<file path="config.mk">
export PLATFORM = sky130hd
export DESIGN_NAME = stream_capture
export DESIGN_NICKNAME = d
export VERILOG_FILES = /design/src/rtl/stream_capture.sv
export SDC_FILE = /design/constraint.sdc
export NUM_CORES = 1
export LEC_CHECK = 0
export ABC_CLOCK_PERIOD_IN_PS = 2500
export CAP_MARGIN = 10
export CORE_ASPECT_RATIO = 1.4
export CORE_MARGIN = 4
export CORE_UTILIZATION = 30
export CTS_CLUSTER_SIZE = 14
export DETAILED_ROUTE_END_ITERATION = 7
export PLACE_DENSITY = 0.58
export SYNTH_ARGS = -nofsm -noshare
export SYNTH_HDL_FRONTEND = slang
export SYNTH_SLANG_ARGS = --single-unit
</file>
<file path="constraint.sdc">
create_clock -name clk -period 2.5 [get_ports clk]
set_clock_uncertainty 0.15 [all_clocks]
set_input_delay 0.75 -clock clk [delete_from_list [all_inputs] [get_ports clk]]
set_output_delay 0.75 -clock clk [all_outputs]
set_load 0.1 [all_outputs]
</file>
<file path="src/rtl/stream_capture.sv">
// Stream capture: takes 16-bit words from a valid/ready source and
// presents each one for two load cycles to a downstream byte writer.
module stream_capture #(
    parameter int ADDR_STEP = 2
) (
    input  logic        clk,
    input  logic        RST,
    input  logic        start,
    input  logic [15:0] baseAddr,
    input  logic [15:0] wordCount,
    input  logic [15:0] inData,
    input  logic        inValid,
    output logic        inReady,
    output logic        load,
    output logic [15:0] captured_data,
    output logic [15:0] ramBase,
    output logic        busy,
    output logic        done
);

    typedef enum logic [2:0] {
        IDLE,
        WAIT,
        LOAD0,
        LOAD1,
        DONE
    } state_t;

    state_t      state;
    state_t      state_next;
    logic [15:0] remaining;

    localparam logic [15:0] STEP = 16'(ADDR_STEP);

    // State register
    always_ff @(posedge clk) begin
        if (RST) begin
            state <= IDLE;
        end else begin
            state <= state_next;
        end
    end

    // Next-state logic; a word occupies LOAD0/LOAD1, then back to WAIT
    always_comb begin
        state_next = state;
        unique case (state)
            IDLE: begin
                if (start) begin
                    if (wordCount == 16'd0) begin
                        state_next = DONE;
                    end else begin
                        state_next = WAIT;
                    end
                end
            end
            WAIT: begin
                if (inValid) begin
                    state_next = LOAD0;
                end
            end
            LOAD0: begin
                state_next = LOAD1;
            end
            LOAD1: begin
                if (remaining == 16'd1) begin
                    state_next = DONE;
                end else begin
                    state_next = WAIT;
                end
            end
            DONE: begin
                state_next = IDLE;
            end
            default: begin
                state_next = IDLE;
            end
        endcase
    end

    // Address, word counter and captured word
    always_ff @(posedge clk) begin
        if (RST) begin
            ramBase       <= 16'h0000;
            remaining     <= 16'h0000;
            captured_data <= 16'h0000;
        end else begin
            unique case (state)
                IDLE: begin
                    if (start) begin
                        ramBase   <= baseAddr;
                        remaining <= wordCount;
                    end
                end
                WAIT: begin
                    if (inValid) begin
                        captured_data <= inData;
                    end
                end
                LOAD1: begin
                    ramBase   <= ramBase + STEP;
                    remaining <= remaining - 16'd1;
                end
                default: begin
                end
            endcase
        end
    end

    // Outputs registered from the next state so they align with the state
    always_ff @(posedge clk) begin
        if (RST) begin
            inReady <= 1'b0;
            load    <= 1'b0;
            busy    <= 1'b0;
            done    <= 1'b0;
        end else begin
            inReady <= (state_next == WAIT);
            load    <= (state_next == LOAD0) || (state_next == LOAD1);
            busy    <= (state_next != IDLE);
            done    <= (state_next == DONE);
        end
    end

endmodule

</file>
==> results of run 1 <==
[where the power goes]
part	total (uW)	switching [uW]	leakage, uW	internal, uW
sequential	1040	88.9	0.000451	951
clock	888	314	0.0000900	574
combinational	850	561	0.000852	289
total	2780	964	0.00139	1810
[registers in the layout, summed over array words and instances, names as in the netlist]
register and count:
state 3, remaining 16, busy 1, done 1, inReady 1, ramBase 16
captured_data 16, load 1
[synthesized netlist by cell type (all sizes together) (4+ instances only)]
cell type | instances | area [um^2]
nor3 | 9 | 45.0
o211ai | 10 | 75.1
a31oi | 15 | 93.8
nand2b | 4 | 25.0
buf | 10 | 46.3
or3 | 10 | 63.8
or2 | 4 | 25.0
a21oi | 29 | 145
o21ai | 10 | 53.8
nor3b | 4 | 30.0
inv | 4 | 15.0
a22oi | 4 | 30.0
nor2 | 16 | 60.1
o311ai | 5 | 43.8
dfxtp | 55 | 1100
clkbuf | 14 | 52.6
nor4 | 9 | 56.3
nand2 | 61 | 229
or4 | 8 | 63.8
nand3 | 13 | 65.1
[metal layers]
metal,track usage,wire (um),vias to the layer above
met5,0,0,-
met4,0.0321,93,0
met3,0.0341,542,9
met2,0.281,4240,82
met1,0.177,3410,1331
li1,-,-,1416
[worst max-delay path: stages]
cell             delay, ns
clkdlybuf4s50_1       0.49
or4b_1                0.59
buf_4                 0.24
o21ai_0               0.18
a211oi_1              0.07
[cell usage in the layout (no fill, tap or decap), types with 4 or more instances in the layout]
| cell | n |
|---|---|
| a31oi_1 | 15 |
| clkdlybuf4s50_1 | 50 |
| nand2_1 | 61 |
| or4_1 | 7 |
| nand2b_1 | 4 |
| nand3_1 | 13 |
| nor4_1 | 9 |
| o211ai_1 | 10 |
| inv_1 | 4 |
| nor2_1 | 16 |
| dfxtp_1 | 53 |
| nor3b_1 | 4 |
| or3_1 | 9 |
| a22oi_1 | 4 |
| clkbuf_16 | 5 |
| buf_4 | 52 |
| o311ai_0 | 5 |
| nor3_1 | 9 |
| o21ai_0 | 7 |
| a21oi_1 | 29 |
[logic make-up after synthesis]
logic type / after synthesis / synth area share
AO/OA/AOI/OAI: 88 / 0.214
adder cells (fa/ha/maj): 3 / 0.0139
buffers and inverters: 28 / 0.0421
flip-flops: 55 / 0.408
multiplexers: 3 / 0.0116
AND/OR/NAND/NOR: 158 / 0.311
[cell type report]
cell class / instances / share of cell area
timing repair buffer: 105 / 0.241
inverter: 4 / 0.00387
sequential: 55 / 0.285
clock buffer: 5 / 0.0323
multi-input combinational: 252 / 0.387
clock inverter: 3 / 0.0174
tap: 105 / 0.0339
[final timing paths]
path	from	to	slack, ns	cells after the start
worst max register to register	remaining[0]$_SDFFE_PP0P_	remaining[6]$_SDFFE_PP0P_	0.36	6
worst min-delay path	captured_data[0]$_SDFFE_PP0P_	captured_data[0]$_SDFFE_PP0P_	0.31	2
worst min register to register	captured_data[0]$_SDFFE_PP0P_	captured_data[0]$_SDFFE_PP0P_	0.31	2
worst max-delay path	start	ramBase[3]$_SDFFE_PP0P_	0.19	5
[metrics by stage]
stage,setup TNS [ns],hold slack [ns]
after global routing,0,0.323
after detailed placement,-1.43,0.298
after floorplan,0,0.308
after CTS,0,0.307
after global placement,-0.845,0.293
final,0,0.306
==> flow_summary.toml, run 1 <==
[power_and_ir_drop]
irDropWorstVdd_uv = 448
p_leak_uw = 0.00139
total_power_uw = 2780
power.density_cell_area_nw_per_um2 = 716

[global_route]
grt_max_degree = 29
grt_pass1_wl_um = 13300
grt.total_usage = 0.153
grt_overflow_total = 0
grt_pass1_vias = 2789
antenna_found_initial = 0

[outcome]
run_status = "finished clean"

[detailed_routing]
post_drt_via_cell_ratio = 5.36
drtAntennaViolNets = 0
wl_per_cell_um = 15.7
drcViolationCount = 0
vias = 2838
first_pass_iters = 4
drt_iter0_drc = 143
totalWireLength_um = 8290

[finish]
design_area_um2 = 3880
seq_area_um2 = 1100
fin_cells = 529
n_antenna_cell = 0
n_fill_cell = 898
finalCoreUtilization = 0.445
multiInputGateArea_um2 = 1500
drive_above_1_share = 0.184
area_delta_synth_final_pct = 43.5
nets = 478

[clocking]
cts_root_buf = "clkbuf_16"
clock_sinks = 55
insertion_delay_ns = 0.29
clk_pin_slew_ns = 0.07
cts_resized = 0
postCtsSetupBuffers = 0
h-tree-depth = 2
cts_tree = "built"
postCtsHoldBufs = 0
numCtsBuffers = 5
clockBufferDepth = 2

[sta]
worstMarginPinSlew_ns = 0.554
hold_violations = 0
slew_violations = 0
clock.fmax_mhz = 432
grt_setup_unrepaired = "false"
maxSlewHeadroom = 0.627
fin_crit_ns = 2.31
period_share = 0.925
setup_viol = 0
setup_slack_ns = 0.187

[synth]
syn_nets = 390
synthArstFlopShare = 0
yosysWarnings = 0
ys_types = 51
synth.avg_cell_area_um2 = 8.06
synth_ff_type = "dfxtp_1"
synth_edf_count = 0
synthCells = 335
ys_seq_area_frac = 0.408
synth_seq_cells = 55
netlist_area_um2 = 2700

[floorplan]
dieArea_um2 = 10600
core_area_um2 = 8710
ios = 88
rows = 40
die_w_um = 88.2
initial_utilization = 0.310
die_h_um = 120

[setup_path]
cp-start-kind = "input pin"
cp.required_ns = 2.52
arrival_ns = 2.33
crit_type = "in2reg"
cp-end-kind = "register"
crit_fanout = 11

[place]
hpwl_um = 6270
gp_congestion = 0.821
numPortBuffers = 87
dp_slack_ns = -0.133
placed_cell_area_um2 = 3680
placed_cells = 521

[hold_path]
hold_class = "reg2reg"

[run]
maxCapViolCount = 0
(Power assumes the default switching activity.)
==> run 2: changes to the inputs <==
--- a/config.mk
+++ b/config.mk
@@ -9,10 +9,10 @@
 export CAP_MARGIN = 10
 export CORE_ASPECT_RATIO = 1.4
 export CORE_MARGIN = 4
-export CORE_UTILIZATION = 30
+export CORE_UTILIZATION = 46
 export CTS_CLUSTER_SIZE = 14
 export DETAILED_ROUTE_END_ITERATION = 7
-export PLACE_DENSITY = 0.58
+export PLACE_DENSITY = 0.82
 export SYNTH_ARGS = -nofsm -noshare
 export SYNTH_HDL_FRONTEND = slang
 export SYNTH_SLANG_ARGS = --single-unit
==> flow_summary.toml, run 2 (same netlist as run 1, synthesis figures left out) <==
[outcome]
run_status = "finished clean"

[floorplan]
rows = 32
ios = 88
die_h_um = 98.7
initial_utilization = 0.482
dieArea_um2 = 7180
die_w_um = 72.8
core_area_um2 = 5610

[detailed_routing]
first_pass_iters = 4
drt_iter0_drc = 185
post_drt_via_cell_ratio = 5.95
vias = 2920
drtAntennaViolNets = 0
totalWireLength_um = 7810
wl_per_cell_um = 15.9
drcViolationCount = 0

[clocking]
postCtsSetupBuffers = 0
postCtsHoldBufs = 0
h-tree-depth = 2
numCtsBuffers = 5
clk_pin_slew_ns = 0.09
cts_resized = 0
cts_root_buf = "clkbuf_8"
insertion_delay_ns = 0.31
cts_tree = "built"
clockBufferDepth = 2
clock_sinks = 55

[setup_path]
cp-end-kind = "register"
arrival_ns = 2.31
crit_type = "in2reg"
cp-start-kind = "input pin"
cp.required_ns = 2.53
crit_fanout = 10

[power_and_ir_drop]
total_power_uw = 2380
p_leak_uw = 0.00134
irDropWorstVdd_uv = 404
power.density_cell_area_nw_per_um2 = 637

[sta]
period_share = 0.911
hold_violations = 0
maxSlewHeadroom = 0.632
fin_crit_ns = 2.28
worstMarginPinSlew_ns = 0.547
slew_violations = 0
grt_setup_unrepaired = "false"
setup_slack_ns = 0.222
setup_viol = 0
clock.fmax_mhz = 439

[place]
gp_congestion = 0.844
numPortBuffers = 87
hpwl_um = 5930
dp_slack_ns = -0.0835

[global_route]
grt_overflow_total = 0
grt_pass1_wl_um = 12500
grt.total_usage = 0.214
grt_max_degree = 27
antenna_found_initial = 0
grt_pass1_vias = 2679

[finish]
seq_area_um2 = 1100
layout_commonest_cell = "nand2_1"
largestRegisters = "captured_data: 16 flops, ramBase: 16 flops, remaining: 16 flops"
finalCoreUtilization = 0.665
n_antenna_cell = 0
n_fill_cell = 480
drive_above_1_share = 0.180
nets = 477
multiInputGateArea_um2 = 1500
final_cell_mix = "61 x nand2_1, 53 x dfxtp_1, 50 x clkdlybuf4s50_1, 50 x buf_4, 29 x a21oi_1"
area_delta_synth_final_pct = 38.0

[hold_path]
hold_class = "reg2reg"

[run]
maxCapViolCount = 0
[run 2: layout make-up]
cell class                 instances  share of cell area
clock buffer                       6              0.0195
sequential                        55               0.296
tap                               68              0.0228
inverter                           4             0.00403
multi-input combinational        252               0.402
clock inverter                     2             0.00336
timing repair buffer             104               0.252
[run 2: report_power, final]
group          total, uW  internal (uW)  switching (uW)
sequential          1040            950            87.8
clock                481            197             285
combinational        856            293             563
[run 2: final timing paths]
path         depth (start not counted)                             to  slack [ns]                          start
max                                  5      remaining[6]$_SDFFE_PP0P_        0.22                          start
min                                  2  captured_data[7]$_SDFFE_PP0P_        0.31  captured_data[7]$_SDFFE_PP0P_
max reg2reg                          4     remaining[15]$_SDFFE_PP0P_        0.34      remaining[4]$_SDFFE_PP0P_
min reg2reg                          2  captured_data[7]$_SDFFE_PP0P_        0.31  captured_data[7]$_SDFFE_PP0P_
[run 2: routing by layer]
layer | up-vias | GRT usage | share of wire
li1 | 1417 | - | -
met1 | 1330 | 0.255 | 0.39
met2 | 151 | 0.354 | 0.48
met3 | 22 | 0.0520 | 0.094
met4 | 0 | 0.102 | 0.032
met5 | - | 0 | 0
[run 2: per-stage QoR]
stage / area [um^2] / instances / setup TNS, ns / hold slack, ns
5_1_grt: 3730 / 491 / 0 / 0.329
2_1_floorplan: 2700 / 335 / 0 / 0.308
3_3_place_gp: 3640 / 483 / -0.171 / 0.293
4_1_cts: 3730 / 491 / 0 / 0.312
6_report: 3730 / 491 / 0 / 0.313
3_5_place_dp: 3640 / 483 / -0.867 / 0.299
[run 2: worst max-delay path, cell delays in order]
cell,delay [ns]
clkdlybuf4s50_1,0.50
or4b_1,0.57
buf_4,0.23
o311ai_0,0.12
a31oi_1,0.14
==> run 3: changes to the inputs <==
--- a/config.mk
+++ b/config.mk
@@ -13,6 +13,7 @@
 export CTS_CLUSTER_SIZE = 14
 export DETAILED_ROUTE_END_ITERATION = 7
 export PLACE_DENSITY = 0.82
+export RECOVER_POWER = 25
 export SYNTH_ARGS = -nofsm -noshare
 export SYNTH_HDL_FRONTEND = slang
 export SYNTH_SLANG_ARGS = --single-unit
==> constraint.sdc (replaced) <==
create_clock -name clk -period 2.5 [get_ports clk]
set_clock_uncertainty 0.15 [all_clocks]
set_input_delay 0.5 -clock clk [delete_from_list [all_inputs] [get_ports clk]]
set_output_delay 0.5 -clock clk [all_outputs]
set_load 0.1 [all_outputs]
==> flow_summary.toml, run 3 (same netlist as run 1, synthesis figures left out) <==
[sta]
clock.fmax_mhz = 460
tns_ns = 0
hold_violations = 0
setup_slack_ns = 0.328
worstMarginPinSlew_ns = 1.18
setup_viol = 0
slew_violations = 0
fin_crit_ns = 2.17
grt_setup_unrepaired = "false"
maxSlewHeadroom = 0.215
period_share = 0.869

[finish]
design_area_um2 = 3600
layout_commonest_cell = "nand2_1"
nets = 472
area_delta_synth_final_pct = 33.2
n_antenna_cell = 0
final_cell_mix = "61 x nand2_1, 53 x dfxtp_1, 49 x clkdlybuf4s50_1, 29 x a21oi_1, 28 x buf_4"
largestRegisters = "captured_data: 16 flops, ramBase: 16 flops, remaining: 16 flops"
drive_above_1_share = 0.127

[power_and_ir_drop]
switching_share = 0.393
p_comb_frac = 0.346
p_sw_uw = 921
p_int_uw = 1420
irDropWorstVdd_uv = 330
seq_power_share = 0.442
p_leak_uw = 0.00124
power.density_cell_area_nw_per_um2 = 652
p_clk_frac = 0.212

[clocking]
clk_pin_slew_ns = 0.09
insertion_delay_ns = 0.31
h-tree-depth = 2
cts_root_buf = "clkbuf_8"
clock_sinks = 55
postCtsHoldBufs = 0
cts_resized = 0
numCtsBuffers = 5
cts_tree = "built"
clockBufferDepth = 2
postCtsSetupBuffers = 0

[floorplan]
die_w_um = 72.8
die_h_um = 98.7
core_area_um2 = 5610
dieArea_um2 = 7180
rows = 32
ios = 88
initial_utilization = 0.482

[run]
maxCapViolCount = 0

[hold_path]
hold_class = "reg2reg"
worstHoldPathCells = 2

[detailed_routing]
drt_iter0_drc = 168
drcViolationCount = 0
first_pass_iters = 4
drtAntennaViolNets = 0
wl_per_cell_um = 15.7
vias = 2852
post_drt_via_cell_ratio = 5.88
totalWireLength_um = 7620

[setup_path]
r2r_cells = 4
crit_fanout = 2
critPathMaxStageDelay_ns = 0.87
cp-start-kind = "register"
crit_cells = 1
crit_type = "reg2out"
crit_family = "buffers and inverters"
path_cells = "clkbuf_1"
path_buf_inv = 1
cpMaxStageDelayCell = "clkbuf_1"
arrival_ns = 1.52
cp-end-kind = "output pin"
cp.required_ns = 1.85

[global_route]
grt_overflow_total = 0
antenna_found_initial = 0
grt.total_usage = 0.211
grt_max_degree = 38
grt_pass1_wl_um = 12400
grt_pass1_vias = 2638

[place]
dp_slack_ns = 0.176
gp_congestion = 0.875
numPortBuffers = 87
placed_cell_area_um2 = 3580
hpwl_um = 5730

[outcome]
run_status = "finished clean"
run 3: cell count changes in the layout (fill, tap and decap cells not counted), sizes merged:
| cell | previous run | this run |
|---|---|---|
| buf | 54 | 31 |
| clkbuf | 6 | 24 |
| clkdlybuf4s50 | 50 | 49 |
| clkinvlp | 1 | 0 |
| dlygate4sd3 | 0 | 1 |
run 3: path summary, 6_finish.rpt:
| path | from | to | slack, ns |
|---|---|---|---|
| min | captured_data[12]$_SDFFE_PP0P_ | captured_data[12]$_SDFFE_PP0P_ | 0.31 |
| min reg2reg | captured_data[12]$_SDFFE_PP0P_ | captured_data[12]$_SDFFE_PP0P_ | 0.31 |
| max reg2reg | remaining[4]$_SDFFE_PP0P_ | remaining[13]$_SDFFE_PP0P_ | 0.35 |
| max | captured_data[7]$_SDFFE_PP0P_ | captured_data[7] | 0.33 |
run 3: layout make-up:
| class | instances | area, um^2 |
|---|---|---|
| clock inverters | 1 | 5.00 |
| fillers | 535 | 2010 |
| flip-flops and latches | 55 | 1100 |
| clock buffers | 6 | 82.6 |
| repair buffers | 99 | 808 |
| well taps | 68 | 85.1 |
| multi-input cells | 252 | 1500 |
| inverters | 4 | 15.0 |
run 3: power by group through the flow:
stage          clock [uW]  sequential [uW]  combinational [uW]
6_report              498             1040                 810
5_1_grt               547             1050                 862
4_1_cts               507             1030                 829
3_5_place_dp            0             1050                 825
3_3_place_gp            0             1050                 817
2_1_floorplan           0             1350                 274
run 3: metal layers:
layer | routed length, um | part of all wire | GRT usage | vias to the layer above
li1 | - | - | - | 1406
met1 | 3080 | 0.40 | 0.263 | 1310
met2 | 3760 | 0.49 | 0.351 | 122
met3 | 614 | 0.081 | 0.0418 | 14
met4 | 174 | 0.023 | 0.0866 | 0
met5 | 0 | 0 | 0 | -
run 3: stage by stage:
step                      hold WS, ns  power, uW  cells   util
after floorplan                 0.308       1620    335      -
after global placement          0.293       1870    478  0.639
after detailed placement        0.298       1880    478  0.639
after CTS                       0.311       2370    485  0.654
after global routing            0.333       2460    485  0.642
final                           0.307       2340    485  0.642
run 3: worst register-to-register path, stage by stage, from the launching register on:
cell	delay [ns]
dfxtp_1	0.37
or4_1	0.69
or4_4	0.57
o21ai_1	0.14
o211ai_1	0.10
